File: config.mk
export PLATFORM = sky130hd
export DESIGN_NAME = mem_bus_arbiter_flat
export DESIGN_NICKNAME = d
export VERILOG_FILES = /design/src/rtl/mem_bus_arbiter_if.sv /design/src/rtl/mem_bus_arbiter.sv /design/src/flat_wrapper.sv
export SDC_FILE = /design/constraint.sdc
export NUM_CORES = 1
export LEC_CHECK = 0
export ABC_AREA = 0
export BUFFER_PORTS_ARGS = -buffer_cell sky130_fd_sc_hd__buf_2
export CORE_AREA = 2 2 69 71
export DETAILED_ROUTE_END_ITERATION = 8
export DIE_AREA = 0 0 71 73
export PLACE_DENSITY = 0.85
export SLEW_MARGIN = 20
export SYNTH_ARGS = -nofsm -noshare
export SYNTH_HDL_FRONTEND = slang
export SYNTH_SLANG_ARGS = --single-unit
export TNS_END_PERCENT = 5
File: constraint.sdc
create_clock -name clk -period 4.4 [get_ports clk]
set_input_delay 0.22 -clock clk [delete_from_list [all_inputs] [get_ports clk]]
set_output_delay 0.22 -clock clk [all_outputs]
set_load 0.02 [all_outputs]
File: src/rtl/mem_bus_arbiter_if.sv
// Bus bundle between the 65C02 core, the DMA requester and the memory decode/mux.
// The arbiter uses the slave modport; the surrounding system uses the master modport.
interface mem_bus_arbiter_if;
  logic [15:0] cpu_ab;
  logic [7:0]  cpu_do;
  logic        cpu_we;
  logic [7:0]  cpu_di;
  logic        cpu_rdy;

  logic        dma_req;
  logic [15:0] dma_addr;
  logic [7:0]  dma_wdata;
  logic        dma_we;
  logic        dma_gnt;
  logic        dma_rvalid;
  logic [7:0]  dma_rdata;

  logic [15:0] mem_addr;
  logic [7:0]  mem_wdata;
  logic        mem_we;
  logic        mem_en;
  logic [7:0]  mem_rdata;

  modport slave (
    input  cpu_ab, cpu_do, cpu_we,
    output cpu_di, cpu_rdy,
    input  dma_req, dma_addr, dma_wdata, dma_we,
    output dma_gnt, dma_rvalid, dma_rdata,
    output mem_addr, mem_wdata, mem_we, mem_en,
    input  mem_rdata
  );

  modport master (
    output cpu_ab, cpu_do, cpu_we,
    input  cpu_di, cpu_rdy,
    output dma_req, dma_addr, dma_wdata, dma_we,
    input  dma_gnt, dma_rvalid, dma_rdata,
    input  mem_addr, mem_wdata, mem_we, mem_en,
    output mem_rdata
  );
endinterface

File: src/rtl/mem_bus_arbiter.sv
// Shares the synchronous-read memory port between the 65C02 and one DMA requester,
// stalling the CPU via RDY and bounding DMA bursts to MAX_BURST cycles.
module mem_bus_arbiter #(
  parameter int MAX_BURST = 8,
  parameter int CNT_W     = 16
) (
  input  logic             clk,
  input  logic             reset,
  mem_bus_arbiter_if.slave bus,
  output logic [CNT_W-1:0] stall_cnt
);

  typedef enum logic {
    OWN_CPU = 1'b0,
    OWN_DMA = 1'b1
  } owner_t;

  localparam logic [7:0] BURST_LAST = 8'(MAX_BURST - 1);

  owner_t     own_q;
  logic [7:0] burst_q;
  logic       prev_cpu_q;
  logic [7:0] hold_q;
  logic       rvalid_q;
  logic       xfer;

  assign xfer = (own_q == OWN_DMA) && bus.dma_req;

  // A forced release needs no extra state: leaving OWN_DMA always costs one
  // full CPU-owned cycle before the next grant can take effect.
  always_ff @(posedge clk) begin
    if (reset) begin
      own_q      <= OWN_CPU;
      burst_q    <= 8'd0;
      stall_cnt  <= '0;
      hold_q     <= 8'd0;
      rvalid_q   <= 1'b0;
      prev_cpu_q <= 1'b0;
    end else begin
      case (own_q)
        OWN_CPU: begin
          burst_q <= 8'd0;
          if (bus.dma_req) own_q <= OWN_DMA;
        end
        OWN_DMA: begin
          if (bus.dma_req) burst_q <= burst_q + 8'd1;
          if (!bus.dma_req || (burst_q == BURST_LAST)) own_q <= OWN_CPU;
        end
        default: own_q <= OWN_CPU;
      endcase

      if ((own_q == OWN_DMA) && (stall_cnt != '1)) stall_cnt <= stall_cnt + 1'b1;

      rvalid_q   <= xfer && !bus.dma_we;
      prev_cpu_q <= (own_q == OWN_CPU);
      if (prev_cpu_q) hold_q <= bus.mem_rdata;
    end
  end

  assign bus.cpu_rdy    = (own_q == OWN_CPU);
  assign bus.dma_gnt    = (own_q == OWN_DMA);
  assign bus.dma_rvalid = rvalid_q;
  assign bus.dma_rdata  = bus.mem_rdata;

  // A CPU read issued just before a grant is caught in hold_q and stays put for the burst.
  assign bus.cpu_di = prev_cpu_q ? bus.mem_rdata : hold_q;

  always_comb begin
    bus.mem_addr  = bus.cpu_ab;
    bus.mem_wdata = bus.cpu_do;
    bus.mem_we    = bus.cpu_we;
    bus.mem_en    = 1'b1;
    if (own_q == OWN_DMA) begin
      bus.mem_addr  = bus.dma_addr;
      bus.mem_wdata = bus.dma_wdata;
      bus.mem_we    = bus.dma_we & bus.dma_req;
      bus.mem_en    = bus.dma_req;
    end
  end

endmodule

File: src/flat_wrapper.sv
// flat-port wrapper written by rule: the top's interface ports become plain ports
module mem_bus_arbiter_flat 
#(
  parameter int MAX_BURST = 8,
  parameter int CNT_W     = 16
)
  (clk, reset, stall_cnt, bus_cpu_ab, bus_cpu_do, bus_cpu_we, bus_cpu_di, bus_cpu_rdy, bus_dma_req, bus_dma_addr, bus_dma_wdata, bus_dma_we, bus_dma_gnt, bus_dma_rvalid, bus_dma_rdata, bus_mem_addr, bus_mem_wdata, bus_mem_we, bus_mem_en, bus_mem_rdata);
  mem_bus_arbiter_if bus_i ();
  input  logic clk;
  input  logic reset;
  output logic [CNT_W-1:0] stall_cnt;
  input wire logic [$bits(bus_i.cpu_ab)-1:0] bus_cpu_ab;
  input wire logic [$bits(bus_i.cpu_do)-1:0] bus_cpu_do;
  input wire logic [$bits(bus_i.cpu_we)-1:0] bus_cpu_we;
  output wire logic [$bits(bus_i.cpu_di)-1:0] bus_cpu_di;
  output wire logic [$bits(bus_i.cpu_rdy)-1:0] bus_cpu_rdy;
  input wire logic [$bits(bus_i.dma_req)-1:0] bus_dma_req;
  input wire logic [$bits(bus_i.dma_addr)-1:0] bus_dma_addr;
  input wire logic [$bits(bus_i.dma_wdata)-1:0] bus_dma_wdata;
  input wire logic [$bits(bus_i.dma_we)-1:0] bus_dma_we;
  output wire logic [$bits(bus_i.dma_gnt)-1:0] bus_dma_gnt;
  output wire logic [$bits(bus_i.dma_rvalid)-1:0] bus_dma_rvalid;
  output wire logic [$bits(bus_i.dma_rdata)-1:0] bus_dma_rdata;
  output wire logic [$bits(bus_i.mem_addr)-1:0] bus_mem_addr;
  output wire logic [$bits(bus_i.mem_wdata)-1:0] bus_mem_wdata;
  output wire logic [$bits(bus_i.mem_we)-1:0] bus_mem_we;
  output wire logic [$bits(bus_i.mem_en)-1:0] bus_mem_en;
  input wire logic [$bits(bus_i.mem_rdata)-1:0] bus_mem_rdata;
  assign bus_i.cpu_ab = bus_cpu_ab;
  assign bus_i.cpu_do = bus_cpu_do;
  assign bus_i.cpu_we = bus_cpu_we;
  assign bus_cpu_di = bus_i.cpu_di;
  assign bus_cpu_rdy = bus_i.cpu_rdy;
  assign bus_i.dma_req = bus_dma_req;
  assign bus_i.dma_addr = bus_dma_addr;
  assign bus_i.dma_wdata = bus_dma_wdata;
  assign bus_i.dma_we = bus_dma_we;
  assign bus_dma_gnt = bus_i.dma_gnt;
  assign bus_dma_rvalid = bus_i.dma_rvalid;
  assign bus_dma_rdata = bus_i.dma_rdata;
  assign bus_mem_addr = bus_i.mem_addr;
  assign bus_mem_wdata = bus_i.mem_wdata;
  assign bus_mem_we = bus_i.mem_we;
  assign bus_mem_en = bus_i.mem_en;
  assign bus_i.mem_rdata = bus_mem_rdata;
  mem_bus_arbiter #(.MAX_BURST(MAX_BURST), .CNT_W(CNT_W)) u_core (.clk(clk), .reset(reset), .bus(bus_i), .stall_cnt(stall_cnt));
endmodule
==> results.yml, run 1 <==
floorplan:
  die_area_um2: 5180
  io_pins: 122
  floorplan.initialDensity_pct: 42.9
  die_h_um: 73
  die_w_um: 71
  core_area_um2: 4540
  rows: 25
cells_and_area:
  nFillCells: 398
  final_common_cell: "buf_2"
  final_cell_mix: "121 x buf_2, 35 x dfxtp_1, 32 x mux2_2"
  area_growth_pct: 34.3
  antenna_cells: 0
  fin_nets: 379
  layout.area.seq_um2: 701
  drive_above_1_share_pct: 54.4
  multi_input_area_um2: 1120
drt:
  wl_per_cell_um: 12.8
  dr.pass1.iters: 4
  via_per_inst: 5.04
  drt_iter0_drc: 77
  postRouteAntennaNets: 0
  routed_wl_um: 4750
  drc: 0
  vias: 1864
placed_design:
  dpl.hpwl_um: 3700
  port-buffer-count: 121
  gp_congestion: 0.776
power_and_ir_drop:
  power_density_nw_per_um2: 270
  power_mw: 0.707
  peakVddDrop_v: 0.000137
  p_leak_nw: 1.21
setup_path:
  r2r_slack_ns: 2.51
  r2r-start: "u_core.stall_cnt[0]"
  critPathLaunchType: "flop"
  crit_arrival_ns: 2.04
  r2r_end: "u_core.stall_cnt[1]"
  required_ns: 4.55
  reg2reg_depth: 5
  endpoint_kind: "flop"
  crit_type: "flop to flop"
  path_max_fanout: 10
sta:
  fin_crit_sh_pct: 42.9
  fin_worst_skew_ns: 0.00307
  fmax_mhz: 530
  finalCriticalPeriod_ns: 1.89
  final_max_slew_viol_count: 0
  final_hold_viol_count: 0
  fin_setup_tns_ns: 0
  slew_headroom_pct: 63.6
  worstMarginPinSlew_ns: 0.545
  finalSetupViolCount: 0
  rsz0062_at_grt: "no"
synthesis:
  syn-num-nets: 268
  synth_area_per_cell_um2: 9.50
  synth-main-ff-cell: "dfxtp_1"
  synth-async-reset-ratio_pct: 0
  ys_seq_area_share_pct: 36.0
  yosysWarnings: 0
  netlist_area_um2: 1950
  ys_seq_elements: 35
  syn_inst: 205
  synth-edff-count: 0
  yosysTopAreaCell: "dfxtp_1"
  synth_top_area_share_pct: 36.0
  ys_types: 41
  synth.area.top_cells: "dfxtp_1 36%, mux2_2 19%, nor2_1 3.3%"
outcome:
  status: "complete, no violations"
min_path:
  hold_end: "u_core.bus.dma_rvalid"
  hold_start: "bus_dma_we"
  hold_path.class: "primary input to flop"
  hold_depth: 2
cts:
  numCtsBuffers: 5
  holdBufCountCts: 0
  clock_latency_ns: 0.28
  cts.repair.resized: 0
  cts_tree: "built"
  cts_max_level: 2
  max-clock-path-buffers: 2
  clk_pin_slew_worst_paths_ns: 0.06
  cts-root-buf: "clkbuf_8"
  cts_setup_buffers: 0
  clock_sinks: 35
global_route:
  grt_max_degree: 32
  overflow: 0
  antenna_found_initial: 0
  grt_usage_pct: 19.1
  grt_pass1_vias: 1744
  grt_pass1_wl_um: 7920
run:
  drv_cap: 0
## per-layer routing
metal / wire (um) / global-route usage, %
met2: 2400 / 33.5
met1: 1960 / 23.0
met5: 0 / 0
met4: 56 / 7.55
met3: 333 / 3.73
## cells in the mapped netlist (all sizes together), types with 3 or more instances
library cell	instances
dfxtp	35
mux2	32
nor2	17
buf	12
a21oi	11
nand3	8
nor2b	8
nand2	7
nand4	7
o21ai	7
clkbuf	6
inv	6
or3	6
xor2	5
and4	4
xnor2	4
nand2b	3
nor3	3
nor4	3
o31ai	3
or4	3
## worst max-delay path: stages, from the launching register on
cell and delay (ns):
dfxtp_1 0.39, ha_1 0.22, nand4_2 0.24, o41ai_4 0.59
mux2i_1 0.26, nor2_1 0.06
## registers in the layout, indices dropped and copies added, names as in the netlist
register               cells
u_core.stall_cnt          16
u_core.bus.dma_gnt         1
u_core.hold_q              8
u_core.burst_q             8
u_core.bus.dma_rvalid      1
u_core.prev_cpu_q          1
## per-stage QoR
| step | cell area (um2) | cells | setup slack [ns] | utilization (%) | hold slack, ns |
|---|---|---|---|---|---|
| floorplan | 1950 | 205 | 2.57 | - | 0.296 |
| global placement | 2530 | 363 | 2.61 | 55.7 | 0.397 |
| detailed placement | 2530 | 363 | 2.53 | 55.7 | 0.403 |
| CTS | 2620 | 370 | 2.51 | 57.7 | 0.0973 |
| global route | 2620 | 370 | 2.33 | 57.7 | 0.111 |
| finish | 2620 | 370 | 2.51 | 57.7 | 0.110 |
## worst max-delay path by stage
stage,startpoint,endpoint,slack [ns],cells after the start
2_1_floorplan,u_core.stall_cnt[0],u_core.stall_cnt[1],2.57,5
3_3_place_gp,u_core.stall_cnt[0],u_core.stall_cnt[1],2.61,5
3_5_place_dp,u_core.stall_cnt[0],u_core.stall_cnt[1],2.53,5
4_1_cts,u_core.stall_cnt[0],u_core.stall_cnt[1],2.51,5
5_1_grt,u_core.stall_cnt[0],u_core.stall_cnt[1],2.33,5
6_report,u_core.stall_cnt[0],u_core.stall_cnt[1],2.51,5
## report_power, final
part / switching (mW) / leakage (nW) / internal [mW]
sequential: 0.00527 / 0.284 / 0.324
combinational: 0.0805 / 0.874 / 0.0682
clock: 0.106 / 0.0470 / 0.123
## cell type report
cell class / instances / share of cell area, %
Multi-Input combinational cell: 146 / 43.0
Sequential cell: 35 / 26.8
Timing Repair Buffer: 122 / 23.4
Clock buffer: 6 / 3.16
Tap cell: 54 / 2.58
Inverter: 6 / 0.861
Clock inverter: 1 / 0.191
## kinds of logic (layout without fill, tap and decap cells)
kind of cell	after synthesis	in the layout	share of synthesized area, %
xor gates and xnor gates	9	9	4.05
muxes	34	34	19.5
buffers and inverters	24	135	6.30
adders and majority gates	2	2	1.29
AOI/OAI and AO/OA	29	29	10.2
and+or+nand+nor	72	72	22.7
DFF	35	35	36.0
(Power assumes the default switching activity.)
==> run 2, diff against run 1 <==
- CORE_AREA: 2 2 69 71 -> 2 2 74 76
- DIE_AREA: 0 0 71 73 -> 0 0 76 78
- PLACE_DENSITY: 0.85 -> 0.79
- clock period: 4.4 -> 1.7 ns (I/O delays scaled with it)
==> run 2 against run 1 <==
Net effect: die area rose by 14%; largest cell class unchanged; sequential share of layout area shrank 1.9 points; worst setup slack got worse by 2.5 ns; clock power rose to 3.2 times the previous value; register-to-register slack got worse by 2.5 ns; clock skew is 0.0065 ns higher; cell area increased by 8.8%; global-route usage down 1.6 points; worst hold slack better by 0.013 ns; first-iteration DRC count shrank 34%.
==> results.yml, run 2 (synthesized netlist as in run 1, its figures left out) <==
drt:
  routed_wl_um: 5370
  vias: 1989
  postRouteAntennaNets: 0
  via_per_inst: 4.92
  dr.pass1.iters: 4
  drt_iter0_drc: 51
  wl_per_cell_um: 13.3
  drc: 0
sta:
  worst_slack_ns: 0.0574
  fin_crit_sh_pct: 96.6
  fmax_mhz: 609
  finalSetupViolCount: 0
  final_max_slew_viol_count: 0
  finalCriticalPeriod_ns: 1.64
  hold_ws_ns: 0.124
  fin_setup_tns_ns: 0
  final_hold_viol_count: 0
  worstMarginPinSlew_ns: 0.397
  fin_worst_skew_ns: 0.00958
  slew_headroom_pct: 73.3
cells_and_area:
  final_common_cell: "buf_2"
  fin_area_um2: 2840
  drive_above_1_share_pct: 59.6
  antenna_cells: 0
  regMostFlops: "u_core.stall_cnt"
  area_growth_pct: 46.1
  layoutNonFillerInstCount: 404
  final_util_pct: 56.4
  fin_nets: 397
  final_cell_mix: "121 x buf_2, 32 x mux2_2, 29 x dfxtp_1"
  largest_reg_flops: 16
  largestRegisters: "u_core.stall_cnt (16), u_core.burst_q (8), u_core.hold_q (8)"
setup_path:
  cp.buffers_inverters: 0
  critPathLaunchType: "flop"
  crit_type: "flop to flop"
  required_ns: 1.90
  path_delay_family: "simple AND/OR/NAND/NOR gates"
  crit_arrival_ns: 1.84
  endpoint_kind: "flop"
  slowest_stage: "dfxtp_1"
  crit_chain: "nand4_4, nor4_4, and3b_1, nor3_1"
  path_max_fanout: 6
  cpPeakStageDelay_ns: 0.47
outcome:
  status: "complete, no violations"
floorplan:
  die_h_um: 78
  rows: 26
  floorplan.initialDensity_pct: 38.6
  core_area_um2: 5040
  die_w_um: 76
  die_area_um2: 5930
  io_pins: 122
global_route:
  grt_max_degree: 22
  grt_pass1_wl_um: 8540
  grt_pass1_vias: 1921
  overflow: 0
  grt_usage_pct: 17.5
  antenna_found_initial: 0
placed_design:
  dp_slack_ns: -0.0278
  placed_cell_area_um2: 2660
  port-buffer-count: 121
  dpl.hpwl_um: 4070
  gp_congestion: 0.859
  dp_cells: 393
run:
  drv_cap: 0
power_and_ir_drop:
  peakVddDrop_v: 0.000267
  power_mw: 1.99
  power_density_nw_per_um2: 700
  p_leak_nw: 1.31
cts:
  cts_max_level: 2
  cts_tree: "built"
  max-clock-path-buffers: 2
  numCtsBuffers: 5
  clk_pin_slew_worst_paths_ns: 0.08
  clock_sinks: 35
  clock_latency_ns: 0.29
  cts-root-buf: "clkbuf_8"
min_path:
  hold_path.class: "primary input to flop"
run 2: repair_timing:
item,in CTS,in global routing
hold endpoints to repair,1,0
hold buffers,1,0
buffers inserted,1,2
endpoints found under the setup margin,5,13
pin swaps,1,3
gates resized for setup,1,13
run 2: final timing paths:
kind                  startpoint             endpoint  slack (ns)  cells past startpoint
min                        reset    u_core.prev_cpu_q        0.12                      2
max reg2reg  u_core.stall_cnt[7]  u_core.stall_cnt[6]        0.06                      4
min reg2reg    u_core.burst_q[7]    u_core.burst_q[7]        0.50                      2
max          u_core.stall_cnt[7]  u_core.stall_cnt[6]        0.06                      4
run 2: final cells by class:
cell class | instances | area (um2)
fill | 449 | 2200
multi-input combinational | 146 | 1160
timing repair buffer | 140 | 754
sequential | 35 | 708
tap | 70 | 87.6
clock buffer | 5 | 68.8
clock inverter | 2 | 37.5
inverter | 6 | 22.5
run 2: power breakdown:
part           switching (mW)  internal (mW)
clock network           0.305          0.429
registers              0.0120          0.839
logic                   0.218          0.188
total                   0.535           1.46
run 2: routing by layer:
metal | up-vias | wire (um) | global-route usage (%)
li1 | 985 | - | -
met1 | 907 | 2170 | 19.1
met2 | 90 | 2760 | 32.9
met3 | 7 | 360 | 3.72
met4 | 0 | 82 | 6.91
met5 | - | 0 | 0
==> run 3, diff against run 2 <==
- CELL_PAD_IN_SITES_DETAIL_PLACEMENT: not set -> 0
- CELL_PAD_IN_SITES_GLOBAL_PLACEMENT: not set -> 1
- CORE_AREA: 2 2 74 76 -> 2 2 88 90
- DIE_AREA: 0 0 76 78 -> 0 0 90 92
- PLACE_DENSITY: 0.79 -> 0.78
==> run 3 against run 2 <==
Net effect: fmax increased by 2.4%; via count down 1.8%; largest power group unchanged; highest routed layer unchanged; critical endpoint is now u_core.stall_cnt[5]; wire length is 4.6% lower; clock-buffer cell count up 2; register-to-register slack improved by 0.04 ns; global-route usage shrank 5.0 points; die area rose by 40%.
==> results.yml, run 3 (synthesized netlist as in run 1, its figures left out) <==
sta:
  final_max_slew_viol_count: 0
  fin_worst_skew_ns: 0.00463
  rsz0062_at_grt: "yes"
  fin_setup_tns_ns: 0
  fin_crit_sh_pct: 94.4
  finalCriticalPeriod_ns: 1.60
  slew_headroom_pct: 72.1
  finalSetupViolCount: 0
  worst_slack_ns: 0.0953
  worstMarginPinSlew_ns: 0.418
  final_hold_viol_count: 0
  hold_ws_ns: 0.154
  fmax_mhz: 623
cells_and_area:
  regMostFlops: "u_core.stall_cnt"
  final_util_pct: 37.8
  layoutNonFillerInstCount: 434
  final_cell_mix: "121 x buf_2, 32 x mux2_2, 28 x dfxtp_1"
  area_growth_pct: 44.7
  largestRegisters: "u_core.stall_cnt (16), u_core.burst_q (8), u_core.hold_q (8)"
  fin_nets: 394
  drive_above_1_share_pct: 58.7
  largest_reg_flops: 16
  final_common_cell: "buf_2"
  nFillCells: 773
  antenna_cells: 0
drt:
  drt_iter0_drc: 47
  dr.pass1.iters: 4
  routed_wl_um: 5120
  via_per_inst: 4.50
  vias: 1953
  postRouteAntennaNets: 0
  drc: 0
  wl_per_cell_um: 11.8
global_route:
  grt_max_degree: 32
  antenna_found_initial: 0
  overflow: 0
  grt_usage_pct: 12.5
  grt_pass1_wl_um: 8550
  grt_pass1_vias: 1882
power_and_ir_drop:
  peakVddDrop_v: 0.000276
  power_density_nw_per_um2: 646
  p_seq_share_pct: 46.6
  internal-power_mw: 1.31
  power.share.clock_pct: 31.3
  power_frac_comb_pct: 22.1
  p_leak_nw: 1.29
  swShare_pct: 27.9
  switching_power_mw: 0.509
setup_path:
  cp-startpoint: "u_core.stall_cnt[0]"
  crit_type: "flop to flop"
  crit_arrival_ns: 1.81
  endpoint_kind: "flop"
  critPathLaunchType: "flop"
  r2r_slack_ns: 0.1
  path_max_fanout: 10
  r2r-start: "u_core.stall_cnt[0]"
  required_ns: 1.91
floorplan:
  die_w_um: 90
  floorplan.initialDensity_pct: 26.1
  io_pins: 122
  core_area_um2: 7450
  rows: 32
  die_area_um2: 8280
  die_h_um: 92
cts:
  clock_latency_ns: 0.28
  cts_tree: "built"
  clock_sinks: 35
  numCtsBuffers: 5
  clk_pin_slew_worst_paths_ns: 0.07
  max-clock-path-buffers: 2
  cts-root-buf: "clkbuf_8"
  cts_max_level: 2
placed_design:
  dpl.hpwl_um: 4000
  port-buffer-count: 121
  dp_slack_ns: 0.0530
  dp_cells: 423
  gp_congestion: 0.805
min_path:
  hold_path.class: "primary input to flop"
  hold_start: "bus_dma_req"
outcome:
  status: "complete, no violations"
run:
  drv_cap: 0
run 3: worst paths after layout:
| kind | to | cells after the start |
|---|---|---|
| hold / removal | u_core.bus.dma_gnt | 3 |
| setup reg to reg | u_core.stall_cnt[5] | 6 |
| setup / recovery | u_core.stall_cnt[5] | 6 |
| hold reg to reg | u_core.burst_q[7] | 2 |
run 3: per-layer routing:
metal | up-vias | wire length [um] | part of all wire (%) | global-route usage (%)
met4 | 0 | 52 | 1.0 | 3.46
met1 | 864 | 2250 | 44 | 15.2
met5 | - | 0 | 0 | 0
met3 | 5 | 429 | 8.4 | 3.53
met2 | 101 | 2390 | 47 | 21.6
li1 | 983 | - | - | -
run 3: through the flow:
stage	power (mW)	instance area, um2
after floorplan	1.12	1950
after detailed placement	1.27	2680
after CTS	1.86	2770
after global placement	1.27	2680
after global routing	1.92	2820
final	1.82	2820
run 3: worst max-delay path: stages, from the launching register on:
cell and delay (ns):
dfxtp_1 0.32, ha_1 0.25, nand4_4 0.13, o41ai_4 0.07
buf_4 0.17, or3_2 0.46, a21oi_2 0.14
run 3: repair_timing:
action	in CTS	in global routing
hold endpoints to repair	1	0
gates resized for setup	0	11
hold buffers	1	0
buffers inserted	0	2
endpoints found under the setup margin	0	38
run 3: power by group through the flow:
| stage | clock network, mW | registers, mW | logic [mW] |
|---|---|---|---|
| 6_report | 0.570 | 0.849 | 0.403 |
| 5_1_grt | 0.637 | 0.851 | 0.435 |
| 4_1_cts | 0.603 | 0.849 | 0.408 |
| 3_5_place_dp | 0 | 0.868 | 0.404 |
| 3_3_place_gp | 0 | 0.867 | 0.403 |
| 2_1_floorplan | 0 | 0.870 | 0.247 |
run 3: layout make-up:
cell class / instances / area, um2 / share of cell area [%]
Multi-Input combinational cell: 146 / 1140 / 40.6
Inverter: 6 / 22.5 / 0.799
Sequential cell: 35 / 709 / 25.2
Clock buffer: 7 / 76.3 / 2.71
Timing Repair Buffer: 137 / 732 / 26.0
Clock inverter: 1 / 5.00 / 0.178
Tap cell: 102 / 128 / 4.53
